## config.mk

```make
export PLATFORM = sky130hd
export DESIGN_NAME = pic_cmd_sequencer
export DESIGN_NICKNAME = d
export VERILOG_FILES = /design/src/rtl/pic_cmd_sequencer_pkg.sv /design/src/rtl/pic_cmd_decode.sv /design/src/rtl/pic_cmd_sequencer.sv
export SDC_FILE = /design/constraint.sdc
export NUM_CORES = 1
export LEC_CHECK = 0
export CELL_PAD_IN_SITES_DETAIL_PLACEMENT = 1
export CELL_PAD_IN_SITES_GLOBAL_PLACEMENT = 1
export CORE_MARGIN = 2
export CORE_UTILIZATION = 52
export CTS_BUF_LIST = sky130_fd_sc_hd__clkbuf_4
export CTS_CLUSTER_SIZE = 16
export DETAILED_ROUTE_END_ITERATION = 16
export DONT_BUFFER_PORTS = 1
export PLACE_DENSITY = 0.91
export SLEW_MARGIN = 20
export SYNTH_ARGS = -nofsm -noshare
export SYNTH_HDL_FRONTEND = slang
export SYNTH_HIERARCHICAL = 1
export SYNTH_SLANG_ARGS = --single-unit
export TNS_END_PERCENT = 10
```

## constraint.sdc

```tcl
create_clock -name clk -period 4.33 [get_ports clk]
set_clock_uncertainty 0.1 [all_clocks]
set_input_delay 0.866 -clock clk [delete_from_list [all_inputs] [get_ports clk]]
set_output_delay 0.866 -clock clk [all_outputs]
set_load 0.1 [all_outputs]
```

## src/rtl/pic_cmd_sequencer_pkg.sv

```systemverilog
// rtl/pic_cmd_sequencer_pkg.sv - ICW FSM states, command codes and ICW/OCW bit positions
package pic_cmd_sequencer_pkg;

   typedef enum logic [2:0] {
      UNINIT = 3'd0,
      W_ICW2 = 3'd1,
      W_ICW3 = 3'd2,
      W_ICW4 = 3'd3,
      READY  = 3'd4
   } state_t;

   typedef enum logic [1:0] {
      CMD_ICW1 = 2'd0,
      CMD_OCW2 = 2'd1,
      CMD_OCW3 = 2'd2,
      CMD_A0   = 2'd3
   } cmd_t;

   localparam int CMD_D3    = 3;
   localparam int CMD_D4    = 4;
   localparam int ICW1_IC4  = 0;
   localparam int ICW1_SNGL = 1;
   localparam int ICW1_LTIM = 3;
   localparam int ICW4_UPM  = 0;
   localparam int ICW4_AEOI = 1;
   localparam int ICW4_MS   = 2;
   localparam int ICW4_BUF  = 3;
   localparam int ICW4_SFNM = 4;
   localparam int OCW3_RIS  = 0;
   localparam int OCW3_RR   = 1;
   localparam int OCW3_P    = 2;
   localparam int OCW3_SMM  = 5;
   localparam int OCW3_ESMM = 6;

endpackage

```

## src/rtl/pic_cmd_decode.sv

```systemverilog
// rtl/pic_cmd_decode.sv - classifies a written byte as ICW1, OCW2, OCW3 or an a0=1 write
module pic_cmd_decode
   import pic_cmd_sequencer_pkg::*;
(
   input  logic a0,
   input  logic d4,
   input  logic d3,
   output cmd_t cmd
);

   always_comb begin
      cmd = CMD_OCW2;
      if (a0)
         cmd = CMD_A0;
      else if (d4)
         cmd = CMD_ICW1;
      else if (d3)
         cmd = CMD_OCW3;
   end

endmodule

```

## src/rtl/pic_cmd_sequencer.sv

```systemverilog
// rtl/pic_cmd_sequencer.sv - PIC read/write sequencer, ICW init FSM and mask/mode registers
// Optional poll command support is built when POLL_CMD_EN is defined.
module pic_cmd_sequencer
   import pic_cmd_sequencer_pkg::*;
#(
   parameter logic [7:0] IMR_INIT = 8'h00,
   parameter logic [4:0] VEC_RST  = 5'h00
) (
   input  logic       clk,
   input  logic       rst,
   input  logic       cs_n,
   input  logic       rd_n,
   input  logic       wr_n,
   input  logic       a0,
   input  logic [7:0] din,
   input  logic [7:0] irr,
   input  logic [7:0] isr,
   input  logic [7:0] poll_byte,
   output logic       rd_flag,
   output logic       wr_flag,
   output logic [7:0] dout,
   output logic       init_done,
   output logic       ltim,
   output logic       sngl,
   output logic       ic4,
   output logic [4:0] vec_base,
   output logic [7:0] icw3,
   output logic       aeoi,
   output logic       sfnm,
   output logic       buf_mode,
   output logic       ms,
   output logic       upm,
   output logic [7:0] imr,
   output logic [2:0] ocw2_cmd,
   output logic [2:0] ocw2_lvl,
   output logic       ocw2_vld,
   output logic       read_isr,
   output logic       smm,
   output logic       poll_ack
);

   logic       rd_req, wr_req, wr_flag_d, wa0, commit;
   logic [7:0] wdin, lo_byte;
   cmd_t       cmd;
   state_t     state, state_nx;
   logic       ld_icw1, ld_icw2, ld_icw3, ld_icw4, ld_ocw1, ld_ocw2, ld_ocw3;

   assign rd_req = ~cs_n & ~rd_n & wr_n;
   assign wr_req = ~cs_n & ~wr_n & rd_n;
   // A write commits once its strobe has ended, from the bytes held during the last wr_flag cycle.
   assign commit = wr_flag_d & ~wr_flag;

   always_ff @(posedge clk) begin
      if (rst) begin
         rd_flag   <= 1'b0;
         wr_flag   <= 1'b0;
         wr_flag_d <= 1'b0;
         wa0       <= 1'b0;
         wdin      <= 8'h00;
      end else begin
         rd_flag   <= rd_req;
         wr_flag   <= wr_req;
         wr_flag_d <= wr_flag;
         if (wr_flag) begin
            wa0  <= a0;
            wdin <= din;
         end
      end
   end

   pic_cmd_decode u_decode (
      .a0  (wa0),
      .d4  (wdin[CMD_D4]),
      .d3  (wdin[CMD_D3]),
      .cmd (cmd)
   );

   always_ff @(posedge clk) begin
      if (rst)
         state <= UNINIT;
      else
         state <= state_nx;
   end

   always_comb begin
      state_nx = state;
      if (commit) begin
         if (cmd == CMD_ICW1) begin
            state_nx = W_ICW2;
         end else if (cmd == CMD_A0) begin
            case (state)
               W_ICW2:  state_nx = !sngl ? W_ICW3 : (ic4 ? W_ICW4 : READY);
               W_ICW3:  state_nx = ic4 ? W_ICW4 : READY;
               W_ICW4:  state_nx = READY;
               default: state_nx = state;
            endcase
         end
      end
   end

   always_comb begin
      init_done = (state == READY);
      ld_icw1   = commit && (cmd == CMD_ICW1);
      ld_icw2   = commit && (cmd == CMD_A0)   && (state == W_ICW2);
      ld_icw3   = commit && (cmd == CMD_A0)   && (state == W_ICW3);
      ld_icw4   = commit && (cmd == CMD_A0)   && (state == W_ICW4);
      ld_ocw1   = commit && (cmd == CMD_A0)   && (state == READY);
      ld_ocw2   = commit && (cmd == CMD_OCW2) && (state == READY);
      ld_ocw3   = commit && (cmd == CMD_OCW3) && (state == READY);
   end

   always_ff @(posedge clk) begin
      if (rst) begin
         ltim     <= 1'b0;
         sngl     <= 1'b0;
         ic4      <= 1'b0;
         vec_base <= VEC_RST;
         icw3     <= 8'h00;
         aeoi     <= 1'b0;
         sfnm     <= 1'b0;
         buf_mode <= 1'b0;
         ms       <= 1'b0;
         upm      <= 1'b0;
         imr      <= IMR_INIT;
         ocw2_cmd <= 3'b000;
         ocw2_lvl <= 3'b000;
         ocw2_vld <= 1'b0;
         read_isr <= 1'b0;
         smm      <= 1'b0;
         dout     <= 8'h00;
      end else begin
         ocw2_vld <= ld_ocw2;
         dout     <= a0 ? imr : lo_byte;
         if (ld_icw1) begin
            ltim     <= wdin[ICW1_LTIM];
            sngl     <= wdin[ICW1_SNGL];
            ic4      <= wdin[ICW1_IC4];
            aeoi     <= 1'b0;
            sfnm     <= 1'b0;
            buf_mode <= 1'b0;
            ms       <= 1'b0;
            upm      <= 1'b0;
            imr      <= IMR_INIT;
            smm      <= 1'b0;
            read_isr <= 1'b0;
         end
         if (ld_icw2)
            vec_base <= wdin[7:3];
         if (ld_icw3)
            icw3 <= wdin;
         if (ld_icw4) begin
            sfnm     <= wdin[ICW4_SFNM];
            buf_mode <= wdin[ICW4_BUF];
            ms       <= wdin[ICW4_MS];
            aeoi     <= wdin[ICW4_AEOI];
            upm      <= wdin[ICW4_UPM];
         end
         if (ld_ocw1)
            imr <= wdin;
         if (ld_ocw2) begin
            ocw2_cmd <= wdin[7:5];
            ocw2_lvl <= wdin[2:0];
         end
         if (ld_ocw3) begin
            if (wdin[OCW3_RR])
               read_isr <= wdin[OCW3_RIS];
            if (wdin[OCW3_ESMM])
               smm <= wdin[OCW3_SMM];
         end
      end
   end

`ifdef POLL_CMD_EN
   logic poll_pend;

   // The poll read is consumed on the edge where its rd_flag drops.
   always_ff @(posedge clk) begin
      if (rst) begin
         poll_pend <= 1'b0;
         poll_ack  <= 1'b0;
      end else begin
         poll_ack <= 1'b0;
         if (ld_icw1) begin
            poll_pend <= 1'b0;
         end else if (ld_ocw3 && wdin[OCW3_P]) begin
            poll_pend <= 1'b1;
         end else if (poll_pend && rd_flag && !rd_req && !a0) begin
            poll_pend <= 1'b0;
            poll_ack  <= 1'b1;
         end
      end
   end

   assign lo_byte = poll_pend ? poll_byte : (read_isr ? isr : irr);
`else
   logic unused_poll;

   assign unused_poll = ^poll_byte;
   assign poll_ack    = 1'b0;
   assign lo_byte     = read_isr ? isr : irr;
`endif

endmodule

```

==> results.md, run 1 <==
- Number of I/O port buffers: 0
- Skew-Pair Late Insertion Delay: 400 ps
- CP Launch Type: flip-flop
- Final hold vios: 0
- Peak supply drop: 0.0002401 V
- Commonest non-fill, non-tap cell in the layout: dfxtp_1
- Area of the multi-input gates: 1182 sq um
- Most frequent cells in the layout: 60 x dfxtp_1, 52 x nor2_1, 42 x mux2i_1
- Final worst-path setup slack: 1522 ps
- Layout Nets: 301
- Yosys top cell area share: 48.56%
- Antenna Cells: 0
- P_leak: 1.106 nW
- Layout cell share with drive strength beyond 1: 8.333%
- Hold Buf Count CTS: 0
- Initial Utilization: 53.60%
- Slew Viols, Final: 0
- Clk sink count: 61
- Post-synth net total: 307
- CTS clk-pin slew, worst paths: 90 ps
- Synth area leaders: dfxtp_1 49%, mux2i_1 17%, nor2_1 7.8%, a21oi_1 4.8%, nand3b_1 4.2%
- Slew Limit Headroom: 27.52%
- H-tree levels: 3
- Worst slew pin tran: 1079 ps
- Post-route cell area: 2648 sq um
- Total core area: 4692 sq um
- Pin count of the biggest net entering global routing: 62
- TNS Setup: 0 ps
- First-pass GRT wire length: 9.729 mm
- Critical path class: reg2out
- Num CTS Buffers: 9
- Drt drc: 0
- Period utilization: 64.84%
- Number of synthesized flops with an enable pin: 0
- ANT nets after route: 0
- Max-Cap Viols: 0
- Avg Inst Size Synth: 9.490 sq um
- Filler cell count: 547
- Rows: 25
- CTS tree: done
- Fmax: 356.2 MHz
- DR pass1 iterations: 4
- Worst Path Required: 3360 ps
- Post-Syn Instances: 265
- Routed len/inst: 20.01 um
- WL final: 6.362 mm
- Clock buffer depth: 2
- Die area: 5409 sq um
- Top cell type by total area after synthesis: dfxtp_1
- Worst hold slack: 424.5 ps
- DP HPWL: 4.286 mm
- PwrDens: 399.6 nW/um^2
- DIE WIDTH: 73.55 um
- Crit path DAT: 1840 ps
- Layout Area Growth over Synthesis: 5.274%
- IO Count: 88
- Mapped cell area: 2515 sq um
- Synthesis-stage register bit count: 61
- Tmin final: 2808 ps
- Synth warn: 6
- Die Y: 73.55 um
- Vias in the first global route: 1,973
- RSZ-0062 raised after global routing: false
- PostCTS Resize Cnt: 0
- Final count of negative-setup-slack endpoints: 0
- Post-DP Area: 2495 sq um
- R2R Setup Slk: 1690 ps
- Initial antenna violation count: 0
- Final cell count without fillers: 318
- Via density: 5.909
- Main synth FF type: dfxtp_1
- Setup Fix Bufs, Post-CTS: 0
- Seq. cell area: 1222 sq um
- GRT Overall Usage: 24.67%
- Status: completed
- Routability Congestion: 0.8115
- Ys async rst share: 0%
- CP Max Fanout: 7
- Worst hold path class: in2reg
- Pre-CTS setup slack: 1794 ps
- CTS root buf: clkbuf_4
- DR vias: 1,879
- 1st-iter DRT viols: 100
- Post-synth cell types: 35
- Sequential fraction of the synthesis area: 48.56%
- CP Capture Type: output pin
- Remaining Overflow, GRT: 0
- Cells after DPL: 302
[kinds of logic (layout without fill, tap and decap cells)]
group           after synthesis  after routing  share of synthesized area, %
simple gates                105            105                         21.74
fa+ha+maj                     4              4                         1.990
compound gates               30             30                         6.418
flops                        61             61                         48.56
other cells                   1              1                        0.1491
buf+inv                      22             21                         4.428
mux                          42             42                         16.72
[metal layers]
layer	track usage (%)	part of all wire, %	vias to the layer above
met5	0	0	-
met4	9.899	1.8	0
met3	10.97	7.4	13
met2	42.06	53	64
met1	26.57	38	914
li1	-	-	888
[critical path: stages (launching register included)]
cell and delay, ps:
dfxtp_1 410, nor2_1 230, and2_1 810
[state kept, by name (all words and copies together) (netlist names), 3 cells and up]
name and cells:
dout 8, icw3 8, imr 8, wdin 8, vec_base 5, ocw2_cmd 3, ocw2_lvl 3, state 3
[metrics by stage]
stage,util (%),power (mW)
after floorplan,-,0.6386
after global placement,53.17,0.6319
after detailed placement,53.17,0.6338
after CTS,56.43,1.066
after global routing,56.43,1.090
final,56.43,1.058
[final cells by class]
| cell class | instances | area share (%) |
|---|---|---|
| Timing Repair Buffer | 1 | 0.2836 |
| Tap cell | 54 | 2.552 |
| Clock inverter | 6 | 2.930 |
| Sequential cell | 61 | 46.17 |
| Multi-Input combinational cell | 182 | 44.66 |
| Inverter | 4 | 0.5671 |
| Clock buffer | 10 | 2.836 |
[cells in the mapped netlist (all sizes together) (4+ instances only)]
| library cell | number |
|---|---|
| nand3b | 14 |
| inv | 4 |
| buf | 7 |
| mux2i | 42 |
| ha | 4 |
| dfxtp | 61 |
| nand2 | 15 |
| nand2b | 4 |
| nor2 | 52 |
| clkbuf | 11 |
| a21oi | 24 |
[worst paths after layout]
check	startpoint	to	depth (start not counted)
max reg2reg	wdin[3]	smm	7
min reg2reg	wdin[2]	imr[2]	2
max	state[0]	init_done	2
min	cs_n	wr_flag	1
[where the power goes]
group / switching (mW) / internal (mW)
logic: 0.0128 / 0.00926
registers: 0.0331 / 0.566
clock network: 0.201 / 0.235
total: 0.247 / 0.811
Note: power is estimated with default switching activity, not from simulation.
==> run 2, diff against run 1 <==
CORE_UTILIZATION = 43   (was 52)
PLACE_DENSITY = 0.81   (was 0.91)
clock period = 2.3 ns   (was 4.33 ns; I/O delays follow)
==> run 2 against run 1 <==
Global-route usage down 2.1 points. Die area is 20% higher. Setup slack got worse by 1400 ps. Combinational power grew to 5.3 times the previous value. Sequential power is 80% higher. First-iteration DRC count is 24% lower. Routed wire length grew 10%. Core utilization is 0.18 points lower.
==> results.md, run 2 (synthesis results as in run 1) <==
- Fmax: 459.1 MHz
- Clk sink count: 61
- Routability Congestion: 0.7481
- IO Count: 88
- CP Capture Type: flip-flop
- Worst hold path class: in2reg
- ANT nets after route: 0
- DP HPWL: 4.610 mm
- Slew Viols, Final: 0
- Skew-Pair Late Insertion Delay: 410 ps
- Buf+Inv Stages, Crit Path: 1
- Drt drc: 0
- Period utilization: 94.70%
- Final worst-path setup slack: 121.9 ps
- GRT Overall Usage: 22.61%
- Layout Nets: 360
- RSZ-0062 raised after global routing: false
- Layout cell share with drive strength beyond 1: 25.39%
- CP Launch Type: flip-flop
- CP peak stage delay: 500 ps
- CTS tree: done
- Die Y: 80.48 um
- Crit path max-delay cell type: or3b_2
- Final hold vios: 0
- First-pass GRT wire length: 10.81 mm
- 1st-iter DRT viols: 76
- Via density: 5.365
- Pre-CTS setup slack: 82.87 ps
- Layout Area Growth over Synthesis: 24.68%
- H-tree levels: 3
- Setup Fix Bufs, Post-CTS: 0
- Peak supply drop: 0.0003995 V
- Total core area: 5574 sq um
- DR vias: 2,119
- Clock buffer depth: 2
- Die area: 6476 sq um
- Worst slew pin tran: 539.6 ps
- Status: completed
- Initial antenna violation count: 0
- TNS Setup: 0 ps
- Routed len/inst: 17.79 um
- CTS clk-pin slew, worst paths: 120 ps
- Worst Path Required: 2530 ps
- Slew Limit Headroom: 64.03%
- DIE WIDTH: 80.48 um
- Num CTS Buffers: 9
- Pin count of the biggest net entering global routing: 32
- Max-Cap Viols: 0
- Remaining Overflow, GRT: 0
- DR pass1 iterations: 4
- Vias in the first global route: 2,147
- Initial Utilization: 45.12%
- Critical path class: reg2reg
- Commonest non-fill, non-tap cell in the layout: dfxtp_1
- CP Max Fanout: 4
- Final count of negative-setup-slack endpoints: 0
- Number of I/O port buffers: 0
- Most frequent cells in the layout: 59 x dfxtp_1, 56 x buf_4, 52 x nor2_1
- Rows: 27
- Critical-path cell list: o21bai_1 -> inv_1 -> ha_1 -> or3b_2 -> nor4_2 -> nand2b_1 -> a21oi_1
- CTS root buf: clkbuf_4
- WL final: 7.028 mm
- P_leak: 1.411 nW
- Crit path DAT: 2410 ps
- PwrDens: 655.8 nW/um^2
- Tmin final: 2178 ps
- CP delay by family, top: simple AND/OR/NAND/NOR gates
- Antenna Cells: 0
[run 2: path summary, 6_finish.rpt]
check	start	endpoint	slack (ps)	cells past startpoint
hold reg to reg	imr[2]	imr[2]	390	2
setup / recovery	wdin[3]	state[1]	120	7
setup reg to reg	wdin[3]	state[1]	120	7
hold / removal	rst	wdin[3]	20	1
[run 2: per-stage QoR]
stage	util (%)	total power [mW]	hold slack [ps]	std cells	cell area, sq um
6_report	56.25	2.056	15.23	395	3136
5_1_grt	56.25	2.115	3.461	395	3136
4_1_cts	56.05	2.075	0.1623	394	3124
3_5_place_dp	52.59	1.204	378.7	375	2932
3_3_place_gp	52.59	1.201	368.3	375	2932
2_1_floorplan	-	1.202	367.5	265	2515
[run 2: final cells by class]
class	instances	area (sq um)
inverter	4	15.01
fill	663	2439
sequential	61	1224
timing repair buffer	60	455.4
multi-input combinational	182	1189
clock inverter	6	87.58
clock buffer	10	75.07
tap	72	90.09
[run 2: power breakdown]
part	internal [mW]	leakage [nW]	switching (mW)	total, mW
clock network	0.450	0.0786	0.411	0.862
logic	0.0308	0.839	0.0856	0.116
registers	1.07	0.494	0.0118	1.08
[run 2: repair_timing]
| action | in CTS | in global routing |
|---|---|---|
| hold buffers | 3 | 1 |
| endpoints found under the setup margin | 0 | 1 |
| endpoints found under the hold margin | 30 | 1 |
| gates resized for setup | 0 | 1 |
[run 2: layer usage]
layer / vias to the layer above / GRT usage, % / routed length [um]
met2: 75 / 38.33 / 3431
li1: 1002 / - / -
met4: 0 / 11.02 / 127
met5: - / 0 / 0
met3: 14 / 6.517 / 544
met1: 1028 / 25.97 / 2924
==> run 3, diff against run 2 <==
ABC_AREA = 0   (was default)
HOLD_SLACK_MARGIN = 0.12   (was default)
==> run 3 against run 2 <==
Clock power decreased by 0.7%. Non-clock buffer count is 8 higher. Clock-buffer cell count stayed put. Sequential cell count is the same. Setup slack worse by 11 ps. Design area up 3.3%. First-iteration DRC count fell by 9.2%.
==> results.md, run 3 (synthesis results as in run 1) <==
- Status: completed
- Max-Cap Viols: 0
- Clock buffer depth: 2
- Routability Congestion: 0.7481
- Pin count of the biggest net entering global routing: 62
- Fmax: 456.9 MHz
- Crit path DAT: 2410 ps
- CP Max Fanout: 4
- Worst Path Required: 2520 ps
- Cells after DPL: 375
- DP HPWL: 4.610 mm
- CTS clk-pin slew, worst paths: 110 ps
- Num CTS Buffers: 9
- Number of I/O port buffers: 0
- Vias in the first global route: 2,186
- GRT Overall Usage: 23.06%
- P_leak: 1.458 nW
- Layout Area Growth over Synthesis: 28.76%
- Remaining Overflow, GRT: 0
- Total core area: 5574 sq um
- R2R Setup Slk: 110 ps
- Via density: 5.318
- Most frequent cells in the layout: 59 x dfxtp_1, 56 x buf_4, 52 x nor2_1
- Die area: 6476 sq um
- Commonest non-fill, non-tap cell in the layout: dfxtp_1
- Peak supply drop: 0.0003967 V
- Layout Nets: 368
- Clk sink count: 61
- Slew Viols, Final: 0
- Final count of negative-setup-slack endpoints: 0
- PwrDens: 640.6 nW/um^2
- DIE WIDTH: 80.48 um
- Setup Fix Bufs, Post-CTS: 0
- Critical path class: reg2reg
- DR vias: 2,143
- Hold path cells: 2
- Routed len/inst: 17.78 um
- Drt drc: 0
- Antenna Cells: 0
- TNS Setup: 0 ps
- Final cell count without fillers: 403
- CTS tree: done
- 1st-iter DRT viols: 69
- WL final: 7.166 mm
- Rows: 27
- IO Count: 88
- Initial Utilization: 45.12%
- CP Capture Type: flip-flop
- ANT nets after route: 0
- Post-DP Area: 2932 sq um
- Die Y: 80.48 um
- Layout cell share with drive strength beyond 1: 24.77%
- Skew-Pair Late Insertion Delay: 400 ps
- Worst hold path class: in2reg
- CP Launch Type: flip-flop
- H-tree levels: 3
- Final hold vios: 0
- Period utilization: 95.16%
- First-pass GRT wire length: 11.05 mm
- Filler cell count: 655
- Tmin final: 2189 ps
- Post-route cell area: 3238 sq um
- CTS root buf: clkbuf_4
- Initial antenna violation count: 0
- RSZ-0062 raised after global routing: false
- Worst R2R Path Depth: 7
- DR pass1 iterations: 4
-- run 3: cell count changes in the layout (fill, tap and decap cells not counted) --
cell / delta
dlygate4sd3_1: +8
buf_16: +1
buf_2: -1
-- run 3: power breakdown --
| group | internal [mW] | switching (mW) | leakage, nW | total, mW |
|---|---|---|---|---|
| logic | 0.0430 | 0.0976 | 0.886 | 0.141 |
| clock network | 0.451 | 0.405 | 0.0786 | 0.856 |
| registers | 1.07 | 0.0122 | 0.494 | 1.08 |
| total | 1.56 | 0.515 | 1.46 | 2.07 |
-- run 3: cell type report --
type | count | area [sq um] | area share [%]
multi-input cells | 182 | 1189 | 36.71
flip-flops and latches | 61 | 1224 | 37.79
repair buffers | 68 | 558.0 | 17.23
inverters | 4 | 15.01 | 0.4637
well taps | 72 | 90.09 | 2.782
clock buffers | 10 | 75.07 | 2.318
clock inverters | 6 | 87.58 | 2.705
-- run 3: repair_timing --
item,4_1_cts,5_1_grt
resized for setup,0,1
endpoints found under the hold margin,61,0
hold buffers,12,0
endpoints found under the setup margin,0,1
-- run 3: worst max-delay path: stages (launching register included) --
cell and delay [ps]:
dfxtp_1 370, o21bai_1 260, inv_1 110, ha_1 310, or3b_2 500, nor4_2 210
nand2b_1 90, a21oi_1 160
-- run 3: layer usage --
| metal | vias to the layer above | part of all wire, % | global-route usage [%] |
|---|---|---|---|
| li1 | 1018 | - | - |
| met4 | 0 | 1.7 | 10.68 |
| met2 | 77 | 51 | 40.17 |
| met1 | 1036 | 41 | 26.46 |
| met5 | - | 0 | 0 |
| met3 | 12 | 6.7 | 5.618 |
-- run 3: path summary, 6_finish.rpt --
check        startpoint  endpoint
max             wdin[3]  state[1]
min              din[1]   wdin[1]
max reg2reg     wdin[3]  state[1]
min reg2reg      imr[2]    imr[2]
-- run 3: stage by stage --
stage	total power, mW	util [%]	hold WS, ps	setup slack [ps]
after floorplan	1.202	-	367.5	143.2
after global placement	1.201	52.59	368.3	219.6
after detailed placement	1.204	52.59	378.7	82.87
after CTS	2.100	57.98	127.3	36.91
after global routing	2.140	58.09	147.9	13.18
final	2.074	58.09	146.4	111.3
